===== config.mk =====
export PLATFORM = sky130hd
export DESIGN_NAME = deser_rr_arbiter
export DESIGN_NICKNAME = d
export VERILOG_FILES = /design/src/rtl/deser_arb_pkg.sv /design/src/rtl/deser_rr_arbiter_rr_pick.sv /design/src/rtl/deser_rr_arbiter.sv
export SDC_FILE = /design/constraint.sdc
export NUM_CORES = 1
export LEC_CHECK = 0
export ABC_AREA = 0
export BUFFER_PORTS_ARGS = -buffer_cell sky130_fd_sc_hd__buf_2
export CAP_MARGIN = 20
export CORE_MARGIN = 2
export CORE_UTILIZATION = 50
export CTS_CLUSTER_SIZE = 28
export DETAILED_ROUTE_END_ITERATION = 16
export GPL_TIMING_DRIVEN = 0
export HOLD_SLACK_MARGIN = 0.02
export PLACE_DENSITY = 0.71
export SLEW_MARGIN = 0
export SYNTH_ARGS = -nofsm -noshare
export SYNTH_HDL_FRONTEND = slang
export SYNTH_SLANG_ARGS = --single-unit

===== constraint.sdc =====
create_clock -name clk_i -period 8.6 [get_ports clk_i]
set_clock_uncertainty 0.15 [all_clocks]
set_input_delay 0.43 -clock clk_i [delete_from_list [all_inputs] [get_ports clk_i]]
set_output_delay 0.43 -clock clk_i [all_outputs]
set_load 0.02 [all_outputs]

===== src/rtl/deser_arb_pkg.sv =====
// Shared types and helpers for the deserializing round-robin arbiter.
// Holds the three-state FSM encoding and the channel-index width helper.
package deser_arb_pkg;

  typedef enum logic [1:0] {
    IDLE    = 2'd0,
    COLLECT = 2'd1,
    EMIT    = 2'd2
  } state_e;

  // Width of a channel index; never narrower than one bit.
  function automatic int unsigned ch_width(input int unsigned n_ch);
    int unsigned w;
    if (n_ch <= 32'd2) begin
      w = 32'd1;
    end else begin
      w = $clog2(n_ch);
    end
    return w;
  endfunction

endpackage


===== src/rtl/deser_rr_arbiter_rr_pick.sv =====
// Combinational round-robin picker: starting at ptr and wrapping modulo
// N_CH, selects the first requesting channel. Outputs a one-hot grant,
// the granted index and a flag that any channel is requesting.
module rr_pick #(
  parameter int unsigned N_CH = 32'd4,
  parameter int unsigned CH_W = 32'd2
) (
  input  logic [N_CH-1:0] req,
  input  logic [CH_W-1:0] ptr,
  output logic [N_CH-1:0] gnt,
  output logic [CH_W-1:0] idx,
  output logic            any
);

  // Scan channels from ptr upward with wrap and keep the first requester
  always_comb begin
    logic [CH_W-1:0] cand;
    logic            found;
    logic            hit;
    gnt   = '0;
    idx   = '0;
    found = 1'b0;
    hit   = 1'b0;
    cand  = '0;
    for (int unsigned i = 32'd0; i < N_CH; i++) begin
      cand      = CH_W'((32'(ptr) + i) % N_CH);
      hit       = ~found & req[cand];
      gnt[cand] = hit;
      idx       = hit ? cand : idx;
      found     = found | hit;
    end
  end

  assign any = |req;

endmodule


===== src/rtl/deser_rr_arbiter.sv =====
// Deserializing round-robin arbiter. Grants one serial requester at a time,
// assembles DATA_W bits MSB first from the granted channel only, then emits
// the word with its source channel for one cycle.
// Optional feature macro: DESER_RR_ARBITER_TIMEOUT_EN -- aborts a grant after
// TIMEOUT_CYC consecutive cycles without a valid bit and pulses err_o.
module deser_rr_arbiter
  import deser_arb_pkg::*;
#(
  parameter  int unsigned N_CH        = 32'd4,
  parameter  int unsigned DATA_W      = 32'd16,
  parameter  int unsigned TIMEOUT_CYC = 32'd64,
  localparam int unsigned CH_W        = ch_width(N_CH)
) (
  input  logic              clk_i,
  input  logic              arst_i,
  input  logic [N_CH-1:0]   req_i,
  input  logic [N_CH-1:0]   data_i,
  input  logic [N_CH-1:0]   data_val_i,
  output logic [N_CH-1:0]   gnt_o,
  output logic [DATA_W-1:0] word_o,
  output logic [CH_W-1:0]   word_ch_o,
  output logic              word_val_o,
  output logic              err_o
);

  localparam int unsigned CNT_W = $clog2(DATA_W);

  state_e              state_q,    state_d;
  logic [CH_W-1:0]     rr_ptr_q,   rr_ptr_d;
  logic [CH_W-1:0]     gidx_q,     gidx_d;
  logic [CNT_W-1:0]    cnt_q,      cnt_d;
  logic [N_CH-1:0]     gnt_q,      gnt_d;
  logic [DATA_W-1:0]   shreg_q,    shreg_d;
  logic [DATA_W-1:0]   word_q,     word_d;
  logic [CH_W-1:0]     word_ch_q,  word_ch_d;
  logic                word_val_q, word_val_d;

  logic [N_CH-1:0]     pick_gnt_s;
  logic [CH_W-1:0]     pick_idx_s;
  logic                pick_any_s;

  logic                bit_s;
  logic                val_s;
  logic                req_s;
  logic                last_s;
  logic [CNT_W-1:0]    bit_pos_s;

`ifdef DESER_RR_ARBITER_TIMEOUT_EN
  localparam int unsigned TO_W = $clog2(TIMEOUT_CYC + 32'd1);
  logic [TO_W-1:0]     idle_q, idle_d;
  logic                err_q,  err_d;
`else
  logic                unused_timeout_s;
`endif

  rr_pick #(
    .N_CH (N_CH),
    .CH_W (CH_W)
  ) u_rr_pick (
    .req (req_i),
    .ptr (rr_ptr_q),
    .gnt (pick_gnt_s),
    .idx (pick_idx_s),
    .any (pick_any_s)
  );

  // Only the granted channel's lines are ever looked at
  assign bit_s     = data_i[gidx_q];
  assign val_s     = data_val_i[gidx_q];
  assign req_s     = req_i[gidx_q];
  assign last_s    = (cnt_q == CNT_W'(DATA_W - 32'd1));
  assign bit_pos_s = CNT_W'(DATA_W - 32'd1) - cnt_q;

  // Next-state, grant and word-assembly logic
  always_comb begin
    state_d    = state_q;
    rr_ptr_d   = rr_ptr_q;
    gidx_d     = gidx_q;
    cnt_d      = cnt_q;
    gnt_d      = gnt_q;
    shreg_d    = shreg_q;
    word_d     = word_q;
    word_ch_d  = word_ch_q;
    word_val_d = 1'b0;
`ifdef DESER_RR_ARBITER_TIMEOUT_EN
    idle_d     = idle_q;
    err_d      = 1'b0;
`endif
    case (state_q)
      IDLE: begin
        if (pick_any_s) begin
          gnt_d    = pick_gnt_s;
          gidx_d   = pick_idx_s;
          rr_ptr_d = (pick_idx_s == CH_W'(N_CH - 32'd1)) ? '0 : pick_idx_s + CH_W'(1'b1);
          cnt_d    = '0;
`ifdef DESER_RR_ARBITER_TIMEOUT_EN
          idle_d   = '0;
`endif
          state_d  = COLLECT;
        end else begin
          state_d  = IDLE;
        end
      end
      COLLECT: begin
        if (val_s && last_s) begin
          // Final bit wins over a simultaneous request drop
          word_d            = shreg_q;
          word_d[bit_pos_s] = bit_s;
          word_ch_d         = gidx_q;
          word_val_d        = 1'b1;
          gnt_d             = '0;
          cnt_d             = '0;
          state_d           = EMIT;
        end else if (!req_s) begin
          // Requester withdrew: drop the partial word silently
          gnt_d   = '0;
          cnt_d   = '0;
          state_d = IDLE;
        end else if (val_s) begin
          shreg_d[bit_pos_s] = bit_s;
          cnt_d              = cnt_q + CNT_W'(1'b1);
`ifdef DESER_RR_ARBITER_TIMEOUT_EN
          idle_d             = '0;
`endif
        end else begin
`ifdef DESER_RR_ARBITER_TIMEOUT_EN
          if (idle_q == TO_W'(TIMEOUT_CYC - 32'd1)) begin
            err_d   = 1'b1;
            gnt_d   = '0;
            cnt_d   = '0;
            idle_d  = '0;
            state_d = IDLE;
          end else begin
            idle_d  = idle_q + TO_W'(1'b1);
          end
`else
          state_d = COLLECT;
`endif
        end
      end
      EMIT: begin
        gnt_d   = '0;
        state_d = IDLE;
      end
      default: begin
        gnt_d   = '0;
        cnt_d   = '0;
        state_d = IDLE;
      end
    endcase
  end

  // State, datapath and registered-output flops
  always_ff @(posedge clk_i or posedge arst_i) begin
    if (arst_i) begin
      state_q    <= IDLE;
      rr_ptr_q   <= '0;
      gidx_q     <= '0;
      cnt_q      <= '0;
      gnt_q      <= '0;
      shreg_q    <= '0;
      word_q     <= '0;
      word_ch_q  <= '0;
      word_val_q <= 1'b0;
`ifdef DESER_RR_ARBITER_TIMEOUT_EN
      idle_q     <= '0;
      err_q      <= 1'b0;
`endif
    end else begin
      state_q    <= state_d;
      rr_ptr_q   <= rr_ptr_d;
      gidx_q     <= gidx_d;
      cnt_q      <= cnt_d;
      gnt_q      <= gnt_d;
      shreg_q    <= shreg_d;
      word_q     <= word_d;
      word_ch_q  <= word_ch_d;
      word_val_q <= word_val_d;
`ifdef DESER_RR_ARBITER_TIMEOUT_EN
      idle_q     <= idle_d;
      err_q      <= err_d;
`endif
    end
  end

  assign gnt_o      = gnt_q;
  assign word_o     = word_q;
  assign word_ch_o  = word_ch_q;
  assign word_val_o = word_val_q;

`ifdef DESER_RR_ARBITER_TIMEOUT_EN
  assign err_o = err_q;
`else
  // Without the timeout feature the error line is constant low
  assign err_o            = 1'b0;
  assign unused_timeout_s = (TIMEOUT_CYC == 32'd0);
`endif

endmodule


* Word level (Yosys, flattened, before mapping) *
Cells that the tools add are included.

word-level totals
  input port bits = 14
  output and inout bits = 24
  flip-flop bits (word level) = 49
  word-level logic and storage cells = 107

cells by class
  muxes and demuxes = 49
  add/sub/neg operators = 6
  bitwise operators = 11
  $lt $le $gt $ge = 11
  equal/unequal tests = 8
  reduce and logical (&&, ||, !) cells = 13

operators by type and width
  kind                                                                number
  2-to-1 mux 4 bit                                                    7
  bitwise mux 16 bit                                                  1
  2-to-1 mux 2 bit                                                    8
  less-than comparator 2 x 3 -> 1 bit (second input constant)         5
  2-to-1 mux 1 bit                                                    15
  binary-select mux 1 bit (select 2 bit)                              7
  bitwise mux 4 bit                                                   3
  case mux 4 bit (3 select lines)                                     1
  demux 1 bit (select 2 bit)                                          4
  greater-or-equal comparator 2 x 1 -> 1 bit (second input constant)  4
  != test 4 bit (second input constant)                               2
  case mux 4 bit (2 select lines)                                     1
  logical AND 1 bit                                                   6
  AND reduction 2 bit                                                 3
  less-than comparator 4 x 5 -> 1 bit (second input constant)         1
  inverter 1 bit                                                      5
  adder 2 x 1 -> 2 bit (second input constant)                        2
  adder 2 bit (second input constant)                                 2
  adder 4 x 1 -> 4 bit (second input constant)                        1
  AND 4 bit                                                           1
  demux 1 bit (select 4 bit)                                          1
  == test 2 bit (second input constant)                               2
  == test 4 bit (second input constant)                               1
  greater-or-equal comparator 4 x 1 -> 1 bit (second input constant)  1
  other kinds (11)                                                    14

* Longest topological paths before layout *
Gate-level depths: netlist of the first run.

  depth after elaboration = 13
  depth in mapped cells = 8
  mapped depth without buffers = 7

* Hierarchy *
From an unflattened synthesis of the first run, not the netlist that was laid out.

second synthesis, totals
  cell total of the unflattened synthesis = 277
  area, all modules = 2904.0 um^2

modules (own cells, without submodules)
  module            cells an instance  times used  seq. area each (um^2)  area an instance (um^2)
  deser_rr_arbiter  214                1           1201.2                 2392.3
  rr_pick           63                 1           0.0                    511.7

* Worst setup path after synthesis of the first run *
No wires, ideal clock.

  kind = flip-flop to flip-flop
  from = register rr_ptr_q[0]
  to = register rr_ptr_q[1]
  clock period less this slack = 2.822 ns
  library setup time = 0.092 ns
  slack = 5.778 ns
  cell stages (with the launch flop) = 9
  buffers on the path = 1
  arrival = 2.580 ns
  data required time = 8.358 ns
  cells stage by stage = dfrtp_1 -> buf_2 -> inv_1 -> ha_1 -> mux4_2 -> or4b_4 -> a32o_1 -> and3_4 -> o31ai_2

on the way
  cells in the longest elaborated chain, start to end = 13
  elaborated cells between the ends (all ways) = 26
  classes of those cells = add/sub: 4; eq/ne: 1; mux: 13; bitwise: 8

RTL lines
  what                                                                                   line                                                            text
  from (decl)                                                                            deser_rr_arbiter.sv:29                                          logic [CH_W-1:0] rr_ptr_q, rr_ptr_d;
  from (signal assigned)                                                                 deser_rr_arbiter.sv:171                                         rr_ptr_q <= rr_ptr_d;
  adder 2 x 1 -> 2 bit / binary-select mux 1 bit (select 2 bit) (equally long branches)  deser_rr_arbiter_rr_pick.sv:26, deser_rr_arbiter_rr_pick.sv:27
  binary-select mux 1 bit (select 2 bit) / 2-to-1 mux 1 bit (equally long branches)      deser_rr_arbiter_rr_pick.sv:27                                  hit = ~found & req[cand];
  2-to-1 mux 1 bit (implied by the code) / inverter 1 bit (equally long branches)        deser_rr_arbiter_rr_pick.sv:27
  AND 1 bit                                                                              deser_rr_arbiter_rr_pick.sv:27
  OR 1 bit                                                                               deser_rr_arbiter_rr_pick.sv:30                                  found = found | hit;
  inverter 1 bit                                                                         deser_rr_arbiter_rr_pick.sv:27
  AND 1 bit                                                                              deser_rr_arbiter_rr_pick.sv:27
  OR 1 bit                                                                               deser_rr_arbiter_rr_pick.sv:30
  inverter 1 bit                                                                         deser_rr_arbiter_rr_pick.sv:27
  AND 1 bit                                                                              deser_rr_arbiter_rr_pick.sv:27
  2-to-1 mux 2 bit (*)                                                                   deser_rr_arbiter_rr_pick.sv:29                                  idx = hit ? cand : idx;
  adder 2 x 1 -> 2 bit / == test 2 bit (equally long branches)                           deser_rr_arbiter.sv:94                                          rr_ptr_d = (pick_idx_s == CH_W'(N_CH - 32'd1)) ? '0 : pick_idx_s + CH_W'(1'b1);
  2-to-1 mux 2 bit (*)                                                                   deser_rr_arbiter.sv:94

Mark *: on every way between the ends. The rest lies on a longest branch, timed or not. The select of a mux whose other input is x is not followed.
A chain may end at the register's enable or synchronous reset.

* Worst setup path after layout of the first run *
Ends and elaborated chain as after synthesis.

==> qor.log, run 1 <==
qor: timing.crit_share_post_route 36.5%
qor: detailed_routing.detail_route.wirelength 5.22 mm
qor: cts.clk_transition_reported_paths 0.08 ns
qor: detailed_routing.vias_per_cell 5.41
qor: timing.max_slew.worst_pin.slew 0.530 ns
qor: min_path.hp-start word_ch_o[0]
qor: global_route.globalRouteOverflowTotal 0
qor: global_route.number_of_global_route_vias_before_repair 1943
qor: yosys.synth-warning-count 0
qor: cts.cts_tree done
qor: timing.min_period 3.13 ns
qor: final_layout.layout_common_cells 61 x sky130_fd_sc_hd__nand2_1, 48 x sky130_fd_sc_hd__dfrtp_1, 37 x sky130_fd_sc_hd__buf_2
qor: timing.timing.slew.headroom 64.6%
qor: global_route.grt_antenna_before_repair 0
qor: detailed_routing.vias 2038
qor: yosys.synth_cell_type_count 40
qor: die.design.portCount 38
qor: timing.report.final.setup_viol 0
qor: die.die_h 77.2 µm
qor: min_path.worstHoldPathType reg -> reg
qor: critical_path.worstSetupPathType reg -> reg
qor: power.power.total 0.000800 W
qor: final_layout.post_route_cells_drive_above_1_share 25.1%
qor: die.start_util 52.1%
qor: critical_path.reg2reg_slack 5.47 ns
qor: final_layout.final_nets 329
qor: cts.clock_insertion_delay_worst_skew 0.30 ns
qor: critical_path.r2r_end rr_ptr_q[1]
qor: power.power.leakage 1.55 nW
qor: yosys.synth_area 2680 µm²
qor: yosys.syn_inst 262
qor: critical_path.worst_ep_arrival_time 3.19 ns
qor: detailed_routing.post_drt_wl_per_cell 13.8 µm
qor: timing.totalNegativeSetupSlack 0 ns
qor: critical_path.timing.critical_path.fanout_max 10
qor: global_route.global_route.usage.total 19.2%
qor: critical_path.number_of_cells_on_the_worst_reg_to_reg_path 8
qor: critical_path.critical_path.reg2reg.startpoint rr_ptr_q[0]
qor: yosys.synth-edff-count 0
qor: job.max_cap_violations 0
qor: critical_path.critical_path.max_stage_delay 0.58 ns
qor: timing.max_freq 319 MHz
qor: timing.drv_slew 0
qor: yosys.syn_avg_cell_area 10.2 µm²
qor: cts.cts_resized 0
qor: yosys.synth.ff_latch_count 48
qor: final_layout.areaGrowthSynthToFinish 14.0%
qor: cts.cts-root-to-sink-buffers 2
qor: critical_path.worstSetupEndpointType flop
qor: critical_path.timing.critical_path.from_type flop
qor: outcome.outcome complete, no violations
qor: final_layout.layout.cells.most_common sky130_fd_sc_hd__nand2_1
qor: detailed_routing.route.antenna.remaining_nets 0
qor: die.coreArea 5140 µm²
qor: timing.hold_violations 0
qor: min_path.hold_end word_ch_o[0]
qor: detailed_routing.firstDrtPassIters 4
qor: critical_path.cp_slowest_cell sky130_fd_sc_hd__or4b_4
qor: critical_path.timing.critical_path.from rr_ptr_q[0]
qor: cts.clock_sinks 48
qor: cts.clock_tree.htree_level_count 2
qor: detailed_routing.drcViolationCount 0
qor: final_layout.insertedDiodeCount 0
qor: die.die_w 77.2 µm
qor: power.power.density 262 nW/µm²
qor: die.num_rows 26
qor: cts.cts-buffers-inserted 5
qor: global_route.grt_first_pass_wirelength 9.09 mm
qor: critical_path.path_cells buf_2, inv_1, ha_1, mux4_2, or4b_4, a32o_1, and3_4, o31ai_2
qor: min_path.hold_depth 2
qor: critical_path.worst_ep_required_time 8.66 ns
qor: yosys.mappedNetlistNets 284
qor: timing.rsz_0062_raised_after_global_routing false
qor: final_layout.final_cell_area 3050 µm²
qor: timing.whs 0.323 ns
qor: die.floorplan.die_area 5960 µm²
qor: placed_design.place.gp.congestion 0.806
qor: detailed_routing.drt_iter0_drc 97
qor: placed_design.port_buffers 36
qor: power.ir_drop_worst_vdd 0.000172 V
qor: placed_design.dpl-instance-area 2970 µm²
qor: yosys.synth.yosys.seq_area_share 44.9%
qor: yosys.synth_async_sr_flop_share 100%
qor: global_route.pin_count_of_the_biggest_net_entering_global_routing 35
qor: yosys.synth_ff_type sky130_fd_sc_hd__dfrtp_1
qor: cts.cts-root-buf sky130_fd_sc_hd__clkbuf_8
qor: placed_design.place_hpwl 3.91 mm
[report_power, final]
| group | switching, W | internal (W) |
|---|---|---|
| registers | 0.0000349 | 0.000257 |
| logic | 0.000206 | 0.000175 |
| clock network | 0.0000710 | 0.0000554 |
| total | 0.000312 | 0.000487 |
[repair_timing]
| action | 4_1_cts | 5_1_grt |
|---|---|---|
| setup buffers | 0 | 0 |
| endpoints found under the hold margin | 14 | 0 |
| hold buffers | 1 | 0 |
[metrics by stage]
stage | instances | setup slack (ns) | utilization [%]
CTS | 377 | 5.45 | 59.4
global route | 377 | 5.29 | 59.4
detailed placement | 369 | 5.50 | 57.7
finish | 377 | 5.47 | 59.4
floorplan | 262 | 5.78 | -
global placement | 368 | 5.52 | 57.3
[synthesized netlist by cell type (2+ instances only)]
master / count / area, µm²
sky130_fd_sc_hd__mux4_2: 6 / 135
sky130_fd_sc_hd__a22oi_1: 5 / 37.5
sky130_fd_sc_hd__a21oi_1: 10 / 50.1
sky130_fd_sc_hd__nand3_1: 2 / 10.0
sky130_fd_sc_hd__o41ai_1: 2 / 17.5
sky130_fd_sc_hd__nand2_1: 61 / 229
sky130_fd_sc_hd__nor3b_1: 3 / 22.5
sky130_fd_sc_hd__inv_1: 9 / 33.8
sky130_fd_sc_hd__clkbuf_1: 9 / 33.8
sky130_fd_sc_hd__nor2_1: 3 / 11.3
sky130_fd_sc_hd__mux2_2: 19 / 214
sky130_fd_sc_hd__ha_1: 8 / 100
sky130_fd_sc_hd__dfrtp_1: 48 / 1200
sky130_fd_sc_hd__o21ai_0: 22 / 110
sky130_fd_sc_hd__nor2b_1: 8 / 50.1
sky130_fd_sc_hd__mux2i_1: 14 / 140
sky130_fd_sc_hd__and2_1: 6 / 37.5
sky130_fd_sc_hd__nand2b_1: 2 / 12.5
sky130_fd_sc_hd__a22o_1: 4 / 35.0
[routing by layer]
layer | GRT usage (%) | wire [µm] | share of wire (%) | up-vias
met5 | 0 | 0 | 0 | -
met4 | 6.43 | 70 | 1.3 | 0
met3 | 4.24 | 191 | 3.7 | 5
met2 | 30.5 | 2500 | 48 | 39
met1 | 26.1 | 2450 | 47 | 985
li1 | - | - | - | 1009
[worst max path at each step]
stage	to	cells after the start	slack [ns]
detailed placement	rr_ptr_q[1]	8	5.50
global route	rr_ptr_q[1]	8	5.29
CTS	rr_ptr_q[1]	8	5.45
finish	rr_ptr_q[1]	8	5.47
floorplan	rr_ptr_q[1]	8	5.78
global placement	rr_ptr_q[1]	8	5.52
[sequential cells by signal, summed over array words and instances (netlist names)]
name        flops
gidx_q          2
word_ch_o       2
word_val_o      1
shreg_q        15
word_o         16
rr_ptr_q        2
state_q         2
gnt_o           4
cnt_q           4
[worst max-delay path, delay by kind of cell (launching register included)]
family,cells,cell delay [ns]
mux,1,0.40
simple gates,2,0.77
buf+inv,2,0.38
compound gates,2,0.44
fa+ha+maj,1,0.37
flops,1,0.53
[cell families after synthesis]
| logic type | Yosys count | synth area share, % |
|---|---|---|
| buffers and inverters | 20 | 2.99 |
| muxes | 40 | 19.3 |
| and+or+nand+nor | 96 | 17.5 |
| adders and majority gates | 8 | 3.74 |
| DFF | 48 | 44.9 |
| other | 1 | 0.140 |
| AOI/OAI and AO/OA | 49 | 11.5 |
[cell type report]
cell class	count	area, µm²
inverter	9	33.8
buffer	11	46.3
multi-input combinational	194	1400
fill	476	2090
clock inverter	1	5.00
timing repair buffer	38	210
clock buffer	6	72.6
sequential	48	1200
tap	70	87.6
Note: power is estimated with default switching activity, not from simulation.
==> run 2: changes to the inputs <==
- clock period: 8.6 -> 3.25 ns (I/O delays scaled with it)
==> qor.log, run 2 (synthesis gave the netlist of run 1 again) <==
qor: critical_path.number_of_cells_on_the_worst_reg_to_reg_path 8
qor: critical_path.timing.critical_path.from_type flop
qor: final_layout.largest_register_ffs 16
qor: cts.clock_insertion_delay_worst_skew 0.30 ns
qor: final_layout.postLayoutCoreUtil 59.3%
qor: timing.max_slew.worst_pin.slew 0.534 ns
qor: timing.min_period 3.04 ns
qor: outcome.outcome complete, no violations
qor: cts.post_cts.repair.setup_buffers 0
qor: critical_path.worstSetupEndpointType flop
qor: critical_path.cp_slowest_cell sky130_fd_sc_hd__or4b_4
qor: detailed_routing.firstDrtPassIters 4
qor: die.floorplan.die_area 5960 µm²
qor: timing.drv_slew 0
qor: global_route.number_of_global_route_vias_before_repair 1943
qor: die.die_h 77.2 µm
qor: timing.hold_violations 0
qor: detailed_routing.vias 2029
qor: detailed_routing.drt_iter0_drc 101
qor: final_layout.layout.cells.most_common sky130_fd_sc_hd__nand2_1
qor: timing.report.final.setup_viol 0
qor: cts.cts-root-buf sky130_fd_sc_hd__clkbuf_8
qor: detailed_routing.drcViolationCount 0
qor: final_layout.reg_area 1200 µm²
qor: critical_path.worst_ep_required_time 3.31 ns
qor: final_layout.layout_common_cells 61 x sky130_fd_sc_hd__nand2_1, 47 x sky130_fd_sc_hd__dfrtp_1, 37 x sky130_fd_sc_hd__buf_2
qor: placed_design.dpl-instance-area 2970 µm²
qor: global_route.globalRouteOverflowTotal 0
qor: critical_path.critical_path.reg2reg.startpoint rr_ptr_q[0]
qor: timing.max_freq 329 MHz
qor: final_layout.areaGrowthSynthToFinish 13.9%
qor: final_layout.multiInputGateArea 1400 µm²
qor: placed_design.dp_slack 0.146 ns
qor: final_layout.insertedDiodeCount 0
qor: detailed_routing.route.antenna.remaining_nets 0
qor: placed_design.place_hpwl 3.91 mm
qor: die.design.portCount 38
qor: detailed_routing.detail_route.wirelength 5.17 mm
qor: die.die_w 77.2 µm
qor: final_layout.post_route_cells_drive_above_1_share 25.5%
qor: cts.cts_tree done
qor: cts.clock_tree.htree_level_count 2
qor: final_layout.final_nets 328
qor: critical_path.r2r_end rr_ptr_q[1]
qor: critical_path.reg2reg_slack 0.21 ns
qor: timing.totalNegativeSetupSlack 0 ns
qor: global_route.grt_antenna_before_repair 0
qor: cts.cts-buffers-inserted 5
qor: cts.cts-root-to-sink-buffers 2
qor: critical_path.worstSetupPathType reg -> reg
qor: critical_path.timing.critical_path.fanout_max 10
qor: placed_design.port_buffers 36
qor: job.max_cap_violations 0
qor: critical_path.path_cells buf_2, inv_1, ha_1, mux4_2, or4b_4, a32o_1, and3_4, o31ai_2
qor: timing.rsz_0062_raised_after_global_routing false
qor: die.coreArea 5140 µm²
qor: cts.clock_sinks 48
qor: detailed_routing.vias_per_cell 5.40
qor: timing.timing.slew.headroom 64.3%
qor: global_route.global_route.usage.total 19.2%
qor: timing.postLayoutSetupSlackWorst 0.213 ns
qor: critical_path.worst_ep_arrival_time 3.10 ns
qor: detailed_routing.post_drt_wl_per_cell 13.8 µm
qor: final_layout.finish.cell_count_without_fillers 376
qor: power.power.leakage 1.55 nW
qor: power.ir_drop_worst_vdd 0.000407 V
qor: timing.crit_share_post_route 93.4%
qor: power.power.density 691 nW/µm²
qor: placed_design.placed_cells_incl_taps 369
qor: critical_path.critical_path.max_stage_delay 0.58 ns
qor: die.num_rows 26
qor: min_path.worstHoldPathType in -> async
qor: final_layout.filler_cell_count_in_the_final_layout 478
qor: final_layout.final_cell_area 3050 µm²
qor: placed_design.place.gp.congestion 0.806
qor: cts.clk_transition_reported_paths 0.09 ns
qor: global_route.grt_first_pass_wirelength 9.09 mm
qor: die.start_util 52.1%
qor: global_route.pin_count_of_the_biggest_net_entering_global_routing 35
-- run 2: cell types whose count changed in the layout (fill, tap and decap cells not counted), sizes merged --
cell	previous run	this run
clkbuf	15	14
-- run 2: final cells by class --
type	instances	area share [%]
flip-flops and latches	48	39.4
plain buffers	10	1.39
clock inverters	1	0.164
well taps	70	2.87
clock buffers	6	2.38
repair buffers	38	6.89
multi-input cells	194	45.8
inverters	9	1.11
-- run 2: timing repair --
action                     4_1_cts  5_1_grt
hold endpoints to repair        48        0
resized for setup                0        1
setup endpoints to repair        0        1
hold buffers                     1        0
-- run 2: routing by layer --
layer / track usage (%) / up-vias / share of wire (%)
met5: 0 / - / 0
met2: 30.5 / 38 / 49
li1: - / 1009 / -
met4: 6.43 / 0 / 1.4
met3: 4.24 / 5 / 3.7
met1: 26.1 / 977 / 46
-- run 2: stage by stage --
stage               power, W  hold slack, ns
floorplan            0.00157           0.283
global placement     0.00177           0.306
detailed placement   0.00179        -0.00838
CTS                  0.00213           0.213
global route         0.00229           0.241
finish               0.00211           0.203
-- run 2: how the worst max path moves through the flow --
| stage | start | to | cells past startpoint |
|---|---|---|---|
| floorplan | rr_ptr_q[0] | rr_ptr_q[1] | 8 |
| global placement | rr_ptr_q[0] | rr_ptr_q[1] | 8 |
| detailed placement | rr_ptr_q[0] | rr_ptr_q[1] | 8 |
| CTS | rr_ptr_q[0] | rr_ptr_q[1] | 8 |
| global route | rr_ptr_q[0] | rr_ptr_q[1] | 8 |
| finish | rr_ptr_q[0] | rr_ptr_q[1] | 8 |
-- run 2: critical path: cells and delay by family, from the launching register on --
| family | cells | cell delay (ns) |
|---|---|---|
| and+or+nand+nor | 2 | 0.77 |
| DFF | 1 | 0.46 |
| AOI/OAI and AO/OA | 2 | 0.45 |
| muxes | 1 | 0.40 |
| adders and majority gates | 1 | 0.37 |
| buffers and inverters | 2 | 0.35 |
-- run 2: report_power, final --
part | switching, W | internal, W | total [W]
Combinational | 0.000530 | 0.000461 | 0.000990
Clock | 0.000188 | 0.000147 | 0.000335
Sequential | 0.000103 | 0.000681 | 0.000784
Total | 0.000821 | 0.00129 | 0.00211
